**src/rtl/chorus_mv_if.sv**
```systemverilog
// Sequencer and smart_ram signal bundle for the multi-voice chorus.
// The master drives requests and read data; the slave is the effect itself.
// Only the clock and reset stay outside this interface.
interface chorus_mv_if #(
    parameter int DATA_WIDTH = 16,
    parameter int ADDR_WIDTH = 13
);
    logic                  i_cs;
    logic                  i_my_turn;
    logic [1:0]            i_mode;
    logic [DATA_WIDTH-1:0] i_data_in;
    logic [DATA_WIDTH-1:0] o_data_out;
    logic                  o_done;
    logic [1:0]            o_available_options;
    logic [DATA_WIDTH-1:0] i_sram_data_in;
    logic                  i_sram_read_finish;
    logic                  o_sram_rd;
    logic [ADDR_WIDTH-1:0] o_sram_offset;

    modport master (
        output i_cs, i_my_turn, i_mode, i_data_in, i_sram_data_in, i_sram_read_finish,
        input  o_data_out, o_done, o_available_options, o_sram_rd, o_sram_offset
    );

    modport slave (
        input  i_cs, i_my_turn, i_mode, i_data_in, i_sram_data_in, i_sram_read_finish,
        output o_data_out, o_done, o_available_options, o_sram_rd, o_sram_offset
    );
endinterface

```
**src/rtl/chorus_mv.sv**
```systemverilog
// Multi-voice chorus / vibrato / bypass with a triangle LFO sweeping each voice's delay.
// Latency: bypass done one edge after the request; chorus/vibrato done one edge after the last read returns.
// Backpressure: one smart_ram read outstanding at a time; waits indefinitely for read data in WAIT.
module chorus_mv #(
    parameter int DATA_WIDTH   = 16,
    parameter int ADDR_WIDTH   = 13,
    parameter int SAMPLERATE   = 48000,
    parameter int NUM_VOICES   = 3,
    parameter int MIN_DELAY_MS = 10,
    parameter int DEPTH        = 16,
    parameter int STEP_SAMPLES = 10
) (
    input  logic        i_clk,
    input  logic        i_rst,
    chorus_mv_if.slave  bus
);
    localparam int SHIFT = $clog2(NUM_VOICES + 1);
    localparam int IW    = $clog2(DEPTH);
    localparam int VW    = (NUM_VOICES > 1) ? $clog2(NUM_VOICES) : 1;
    localparam int SW    = (STEP_SAMPLES > 1) ? $clog2(STEP_SAMPLES) : 1;
    localparam logic [1:0] MODE_BYPASS  = 2'b01;
    localparam logic [1:0] MODE_VIBRATO = 2'b10;

    typedef enum logic [1:0] {S_IDLE, S_WAIT, S_DONE} state_t;

    state_t                       r_state;
    state_t                       w_state_nxt;
    logic [1:0]                   r_mode;
    logic [VW-1:0]                r_voice;
    logic signed [DATA_WIDTH:0]   r_acc;
    logic [DATA_WIDTH-1:0]        r_data_out;
    logic                         r_sram_rd;
    logic [ADDR_WIDTH-1:0]        r_sram_offset;
    logic [SW-1:0]                r_step;
    logic [IW-1:0]                r_idx [NUM_VOICES];
    logic [NUM_VOICES-1:0]        r_dir;            // 1 = sweeping down

    logic                         w_accept;
    logic                         w_wait_fin;
    logic                         w_req_bypass;
    logic                         w_req_vib;
    logic                         w_vib;
    logic                         w_last_voice;
    logic [VW-1:0]                w_voice_inc;
    logic signed [DATA_WIDTH:0]   w_din_ext;
    logic signed [DATA_WIDTH:0]   w_din_sc;
    logic signed [DATA_WIDTH:0]   w_rd_ext;
    logic signed [DATA_WIDTH:0]   w_rd_sc;
    logic signed [DATA_WIDTH:0]   w_sum;
    logic [ADDR_WIDTH-1:0]        w_off_tab [DEPTH];

    // Offset per sweep position; computed in whole ms-samples then doubled so it is always even.
    for (genvar g = 0; g < DEPTH; g++) begin : g_off
        assign w_off_tab[g] = ADDR_WIDTH'(2 * (((MIN_DELAY_MS + g) * SAMPLERATE) / 1000));
    end

    assign w_req_bypass = (bus.i_mode == MODE_BYPASS);
    assign w_req_vib    = (bus.i_mode == MODE_VIBRATO);
    assign w_vib        = (r_mode == MODE_VIBRATO);
    assign w_last_voice = (r_voice == VW'(NUM_VOICES - 1));
    assign w_voice_inc  = r_voice + 1'b1;
    assign w_wait_fin   = (r_state == S_WAIT) && bus.i_sram_read_finish;

    // Each of the NUM_VOICES+1 terms is pre-scaled so their sum cannot leave DATA_WIDTH.
    assign w_din_ext = $signed({bus.i_data_in[DATA_WIDTH-1], bus.i_data_in});
    assign w_din_sc  = w_din_ext >>> SHIFT;
    assign w_rd_ext  = $signed({bus.i_sram_data_in[DATA_WIDTH-1], bus.i_sram_data_in});
    assign w_rd_sc   = w_rd_ext >>> SHIFT;
    assign w_sum     = r_acc + w_rd_sc;

    assign bus.o_data_out          = r_data_out;
    assign bus.o_done              = (r_state == S_DONE);
    assign bus.o_available_options = 2'b11;
    assign bus.o_sram_rd           = r_sram_rd;
    assign bus.o_sram_offset       = r_sram_offset;

    // State register.
    always_ff @(posedge i_clk) begin
        if (i_rst) r_state <= S_IDLE;
        else       r_state <= w_state_nxt;
    end

    // Next-state decode; requests are only looked at in IDLE.
    always_comb begin
        w_state_nxt = r_state;
        w_accept    = 1'b0;
        case (r_state)
            S_IDLE: begin
                if (bus.i_cs && bus.i_my_turn) begin
                    w_accept    = 1'b1;
                    w_state_nxt = w_req_bypass ? S_DONE : S_WAIT;
                end
            end
            S_WAIT: begin
                if (bus.i_sram_read_finish && (w_vib || w_last_voice)) begin
                    w_state_nxt = S_DONE;
                end
            end
            S_DONE:  w_state_nxt = S_IDLE;
            default: w_state_nxt = S_IDLE;
        endcase
    end

    // Sample datapath, read sequencing and LFO sweep.
    always_ff @(posedge i_clk) begin
        if (i_rst) begin
            r_mode        <= '0;
            r_voice       <= '0;
            r_acc         <= '0;
            r_data_out    <= '0;
            r_sram_rd     <= 1'b0;
            r_sram_offset <= '0;
            r_step        <= '0;
            r_dir         <= '0;
            for (int v = 0; v < NUM_VOICES; v++) begin
                r_idx[v] <= IW'((v * DEPTH) / NUM_VOICES);
            end
        end else begin
            r_sram_rd <= 1'b0;

            if (w_accept) begin
                r_mode  <= bus.i_mode;
                r_voice <= '0;
                if (w_req_bypass) begin
                    r_data_out <= bus.i_data_in;
                end else begin
                    r_sram_rd     <= 1'b1;
                    r_sram_offset <= w_off_tab[r_idx[0]];
                    if (!w_req_vib) r_acc <= w_din_sc;
                end
            end

            if (w_wait_fin) begin
                if (w_vib) begin
                    r_data_out <= bus.i_sram_data_in;
                end else if (w_last_voice) begin
                    r_data_out <= w_sum[DATA_WIDTH-1:0];
                end else begin
                    r_acc         <= w_sum;
                    r_voice       <= w_voice_inc;
                    r_sram_rd     <= 1'b1;
                    r_sram_offset <= w_off_tab[r_idx[w_voice_inc]];
                end
            end

            // Every completed sample, bypass included, counts toward the next sweep step.
            if (r_state == S_DONE) begin
                if (r_step == SW'(STEP_SAMPLES - 1)) begin
                    r_step <= '0;
                    for (int v = 0; v < NUM_VOICES; v++) begin
                        if (r_dir[v]) begin
                            if (r_idx[v] == '0) begin
                                r_dir[v] <= 1'b0;
                                r_idx[v] <= IW'(1);
                            end else begin
                                r_idx[v] <= r_idx[v] - 1'b1;
                            end
                        end else begin
                            if (r_idx[v] == IW'(DEPTH - 1)) begin
                                r_dir[v] <= 1'b1;
                                r_idx[v] <= IW'(DEPTH - 2);
                            end else begin
                                r_idx[v] <= r_idx[v] + 1'b1;
                            end
                        end
                    end
                end else begin
                    r_step <= r_step + 1'b1;
                end
            end
        end
    end
endmodule
```
**src/flat_wrapper.sv**
```systemverilog
// flat-port wrapper written by rule: the top's interface ports become plain ports
module chorus_mv_flat 
#(
    parameter int DATA_WIDTH   = 16,
    parameter int ADDR_WIDTH   = 13,
    parameter int SAMPLERATE   = 48000,
    parameter int NUM_VOICES   = 3,
    parameter int MIN_DELAY_MS = 10,
    parameter int DEPTH        = 16,
    parameter int STEP_SAMPLES = 10
)
  (i_clk, i_rst, bus_i_cs, bus_i_my_turn, bus_i_mode, bus_i_data_in, bus_i_sram_data_in, bus_i_sram_read_finish, bus_o_data_out, bus_o_done, bus_o_available_options, bus_o_sram_rd, bus_o_sram_offset);
  chorus_mv_if #(.DATA_WIDTH(DATA_WIDTH), .ADDR_WIDTH(ADDR_WIDTH)) bus_i ();
  input  logic i_clk;
  input  logic i_rst;
  input wire logic [$bits(bus_i.i_cs)-1:0] bus_i_cs;
  input wire logic [$bits(bus_i.i_my_turn)-1:0] bus_i_my_turn;
  input wire logic [$bits(bus_i.i_mode)-1:0] bus_i_mode;
  input wire logic [$bits(bus_i.i_data_in)-1:0] bus_i_data_in;
  input wire logic [$bits(bus_i.i_sram_data_in)-1:0] bus_i_sram_data_in;
  input wire logic [$bits(bus_i.i_sram_read_finish)-1:0] bus_i_sram_read_finish;
  output wire logic [$bits(bus_i.o_data_out)-1:0] bus_o_data_out;
  output wire logic [$bits(bus_i.o_done)-1:0] bus_o_done;
  output wire logic [$bits(bus_i.o_available_options)-1:0] bus_o_available_options;
  output wire logic [$bits(bus_i.o_sram_rd)-1:0] bus_o_sram_rd;
  output wire logic [$bits(bus_i.o_sram_offset)-1:0] bus_o_sram_offset;
  assign bus_i.i_cs = bus_i_cs;
  assign bus_i.i_my_turn = bus_i_my_turn;
  assign bus_i.i_mode = bus_i_mode;
  assign bus_i.i_data_in = bus_i_data_in;
  assign bus_i.i_sram_data_in = bus_i_sram_data_in;
  assign bus_i.i_sram_read_finish = bus_i_sram_read_finish;
  assign bus_o_data_out = bus_i.o_data_out;
  assign bus_o_done = bus_i.o_done;
  assign bus_o_available_options = bus_i.o_available_options;
  assign bus_o_sram_rd = bus_i.o_sram_rd;
  assign bus_o_sram_offset = bus_i.o_sram_offset;
  chorus_mv #(.DATA_WIDTH(DATA_WIDTH), .ADDR_WIDTH(ADDR_WIDTH), .SAMPLERATE(SAMPLERATE), .NUM_VOICES(NUM_VOICES), .MIN_DELAY_MS(MIN_DELAY_MS), .DEPTH(DEPTH), .STEP_SAMPLES(STEP_SAMPLES)) u_core (.i_clk(i_clk), .i_rst(i_rst), .bus(bus_i));
endmodule
```
**config.mk**
```make
export PLATFORM = sky130hd
export DESIGN_NAME = chorus_mv_flat
export DESIGN_NICKNAME = d
export VERILOG_FILES = /design/src/rtl/chorus_mv_if.sv /design/src/rtl/chorus_mv.sv /design/src/flat_wrapper.sv
export SDC_FILE = /design/constraint.sdc
export NUM_CORES = 1
export LEC_CHECK = 0
export ABC_AREA = 1
export CAP_MARGIN = 20
export CORE_MARGIN = 5
export CORE_UTILIZATION = 60
export DETAILED_ROUTE_END_ITERATION = 6
export GPL_TIMING_DRIVEN = 0
export PLACE_DENSITY = 0.84
export SYNTH_ARGS = -nofsm -noshare
export SYNTH_HDL_FRONTEND = slang
export SYNTH_SLANG_ARGS = --single-unit
```
**constraint.sdc**
```tcl
create_clock -name i_clk -period 6.21 [get_ports i_clk]
set_clock_uncertainty 0.05 [all_clocks]
set_input_delay 0.9315 -clock i_clk [delete_from_list [all_inputs] [get_ports i_clk]]
set_output_delay 0.9315 -clock i_clk [all_outputs]
set_load 0.01 [all_outputs]
```
==> run_results.csv <==
group,metric,value,unit
status,status,"finished, final reports clean",
logic_synthesis,synthCells,740,
layout,register_area,0.00154,mm2
logic_synthesis,syn-cell-area,0.00500,mm2
floorplan,io_pins,72,
grt,grt_max_degree,15,
route,viasPerCell,5.57,
layout,antenna_cells,0,
sta,finalCritPeriodShare,46.5,%
floorplan,die_area,0.0103,mm2
route,dr_wl_met3,1160,um
logic_synthesis,yosysWarnings,0,
logic_synthesis,yosysTopAreaCellShare,23.6,%
cts,cts_resized,0,
pwr,p_comb_share,22.4,%
job,cap_viol_max_count,0,
placed_design,pre_cts_slack,3.03,ns
cts,clkSlewWorstSetupHoldPaths,0.09,ns
pwr,power.switching,380,uW
layout,syn_to_final_growth,21.5,%
setup_path,cp-start-kind,"input pin",
floorplan,die_w,101,um
pwr,leakage,2.86,nW
setup_path,reg2reg_from,"u_core.r_voice[0]$_SDFF_PP0_",
cts,cts-root-buf,"clkbuf_8",
setup_path,arrival,3.11,ns
cts,cts_buffer_depth,2,
hold_path,min_path_type,"register to register",
pwr,swShare,30.7,%
logic_synthesis,synth_edf_count,12,
logic_synthesis,synth_seq_area_share,30.8,%
logic_synthesis,netlist.top_cell.by_area,"dfxtp_1",
sta,tightestPinTransition,0.673,ns
grt,grt_pass1_wl,22900,um
logic_synthesis,synthFlopType,"dfxtp_1",
route,finalWirelength,14000,um
sta,finalSetupTns,0,ns
cts,cts.sinks,71,
logic_synthesis,postSynth.asyncResetShare,0,%
sta,relSlewSlack,55.1,%
hold_path,hold_depth,2,
route,detail_route.first_pass.iterations,5,
layout,drive_gt1_share,7.75,%
route,antenna_left,0,
cts,cts_setup_buffers,0,
sta,finalMaxSlewViolations,0,
cts,cts_tree,"yes",
layout,final_util,74.2,%
logic_synthesis,synth.distinct_cells,57,
floorplan,fp.coreArea,0.00818,mm2
setup_path,worst-path-max-fanout,3,
route,drc,0,
pwr,pwr-share-seq,40.5,%
logic_synthesis,synth_common_cells,"nand2_1, inv_1, nor2_1",
layout,fill_cells,700,
sta,fin_ws,3.32,ns
route,wl_met2,6360,um
hold_path,min_from,"u_core.bus.o_sram_offset[3]$_SDFF_PP0_",
floorplan,start_util,61.1,%
pwr,cellPowerDensity,204,mW/mm2
setup_path,end_kind,"register",
cts,hold_buffers,0,
layout,nets,893,
hold_path,whs_endpoint,"u_core.bus.o_sram_offset[3]$_SDFF_PP0_",
cts,clk_latency,0.35,ns
pwr,ir_worst_vdd,0.000143,V
setup_path,r2r-end,"u_core.bus.o_sram_offset[9]$_SDFF_PP0_",
grt,antenna_found_initial,0,
floorplan,die_y,101,um
sta,period_needed,2.89,ns
pwr,p_int,857,uW
grt,track_usage,27.9,%
placed_design,io_buffers,69,
placed_design,dp_hpwl,10800,um
grt,first_global_vias,4935,
cts,cts_inserted_buffers,9,
route,wl_per_cell,15.0,um
sta,finalHoldViolCount,0,
route,wl_met1,6200,um
placed_design,routabilityCongestion,0.976,
setup_path,r2r_slack,3.61,ns
logic_synthesis,yosys-top-cells-area,"dfxtp_1, nand2_1, ha_1",
setup_path,r2r_cells,12,
logic_synthesis,ys_ff_latch,71,
grt,gr-total-overflow,0,
route,top_layer,"met4",
setup_path,required,6.44,ns
setup_path,worstSetupPathType,"input pin to register",
route,drt_iter0_drc,327,
layout,multi_input_area,0.00291,mm2
sta,rsz0062_at_grt,"no",
floorplan,std_cell_rows,33,
cts,cts_max_level,3,
logic_synthesis,yosysMostFrequentCell,"nand2_1",
logic_synthesis,synth_area_per_cell,6.75,um2
pwr,power_frac_clock,37.1,%
sta,finalSetupViolations,0,
sta,max_freq,347,MHz
route,vias,5183,
## worst max-delay path by stage
stage          slack, ns                  start  cells past startpoint                             endpoint
3_5_place_dp        3.03  bus_i_sram_data_in[2]                     13  u_core.bus.o_data_out[8]$_SDFF_PP0_
4_1_cts             3.37  bus_i_sram_data_in[2]                     13  u_core.bus.o_data_out[8]$_SDFF_PP0_
3_3_place_gp        3.05  bus_i_sram_data_in[2]                     12  u_core.bus.o_data_out[6]$_SDFF_PP0_
6_report            3.32  bus_i_sram_data_in[2]                     13  u_core.bus.o_data_out[8]$_SDFF_PP0_
2_1_floorplan       3.75  bus_i_sram_data_in[2]                      9           u_core.r_acc[6]$_SDFF_PP0_
5_1_grt             3.15  bus_i_sram_data_in[2]                     13  u_core.bus.o_data_out[8]$_SDFF_PP0_
## state kept, by name (all words and copies together), names as in the netlist
register / flops
u_core.r_voice: 2
u_core.bus.o_sram_offset: 13
u_core.r_acc: 16
u_core.r_mode: 2
u_core.bus.o_sram_rd: 1
u_core.bus.o_data_out: 16
u_core.r_dir: 3
u_core.r_step: 4
u_core.r_state: 2
u_core.r_idx: 12
## final cells by class
class / count / share of cell area [%]
sequential: 71 / 25.4
inverter: 108 / 6.80
timing repair buffer: 69 / 11.4
tap: 105 / 2.16
multi-input combinational: 540 / 48.0
clock inverter: 6 / 1.61
clock buffer: 10 / 2.45
buffer: 22 / 2.19
## stage by stage
stage                     power, mW  hold slack (ns)  std cells  area [um2]
after floorplan               0.687            0.403        741        5000
after global placement        0.775            0.364        915        5820
after detailed placement      0.783            0.367        915        5820
after CTS                      1.24            0.380        931        6070
after global routing           1.29            0.392        931        6070
final                          1.24            0.378        931        6070
## layer usage
| layer | track usage (%) | up-vias |
|---|---|---|
| li1 | - | 2555 |
| met1 | 37.9 | 2380 |
| met2 | 44.8 | 221 |
| met3 | 4.75 | 27 |
| met4 | 10.2 | 0 |
| met5 | 0 | - |
## kinds of logic after synthesis
logic type | share of synthesized area (%)
buffers and inverters | 10.9
multiplexers | 0.200
adder cells (fa/ha/maj) | 8.41
XOR/XNOR | 2.63
other | 0.0750
AO/OA/AOI/OAI | 15.3
flip-flops | 30.8
AND/OR/NAND/NOR | 31.6
## power groups by stage
stage	clock network [mW]	registers (mW)	logic, mW
final	0.459	0.502	0.277
after CTS	0.461	0.501	0.273
after global routing	0.480	0.504	0.308
after detailed placement	0	0.512	0.271
after global placement	0	0.511	0.264
after floorplan	0	0.514	0.173
## cell usage in the layout, fill, tap and decap left out, types with 5 or more instances in the layout
| master | instances |
|---|---|
| a21oi_1 | 48 |
| a31oi_1 | 5 |
| buf_2 | 6 |
| clkbuf_1 | 7 |
| clkbuf_8 | 9 |
| clkdlybuf4s50_1 | 69 |
| dfxtp_1 | 59 |
| edfxtp_1 | 12 |
| ha_1 | 32 |
| inv_1 | 99 |
| inv_2 | 6 |
| nand2_1 | 209 |
| nand3_1 | 47 |
| nand4_1 | 5 |
| nor2_1 | 62 |
| nor2_4 | 6 |
| nor3_1 | 9 |
| o211ai_1 | 10 |
| o21ai_0 | 30 |
| o21ai_1 | 16 |
| or2_2 | 5 |
| xnor2_1 | 5 |
| xor2_1 | 10 |
## critical path, cell delays in order
cell and delay (ns):
clkdlybuf4s50_1 0.45, ha_1 0.28, fa_1 0.42, nand2_1 0.08, nand2_1 0.07, and2_1 0.18, nand2_1 0.07, nand2_1 0.07
xor2_1 0.20, nand2_1 0.10, nand2_1 0.07, nand2_1 0.05, a21oi_1 0.14
(Power assumes the default switching activity.)
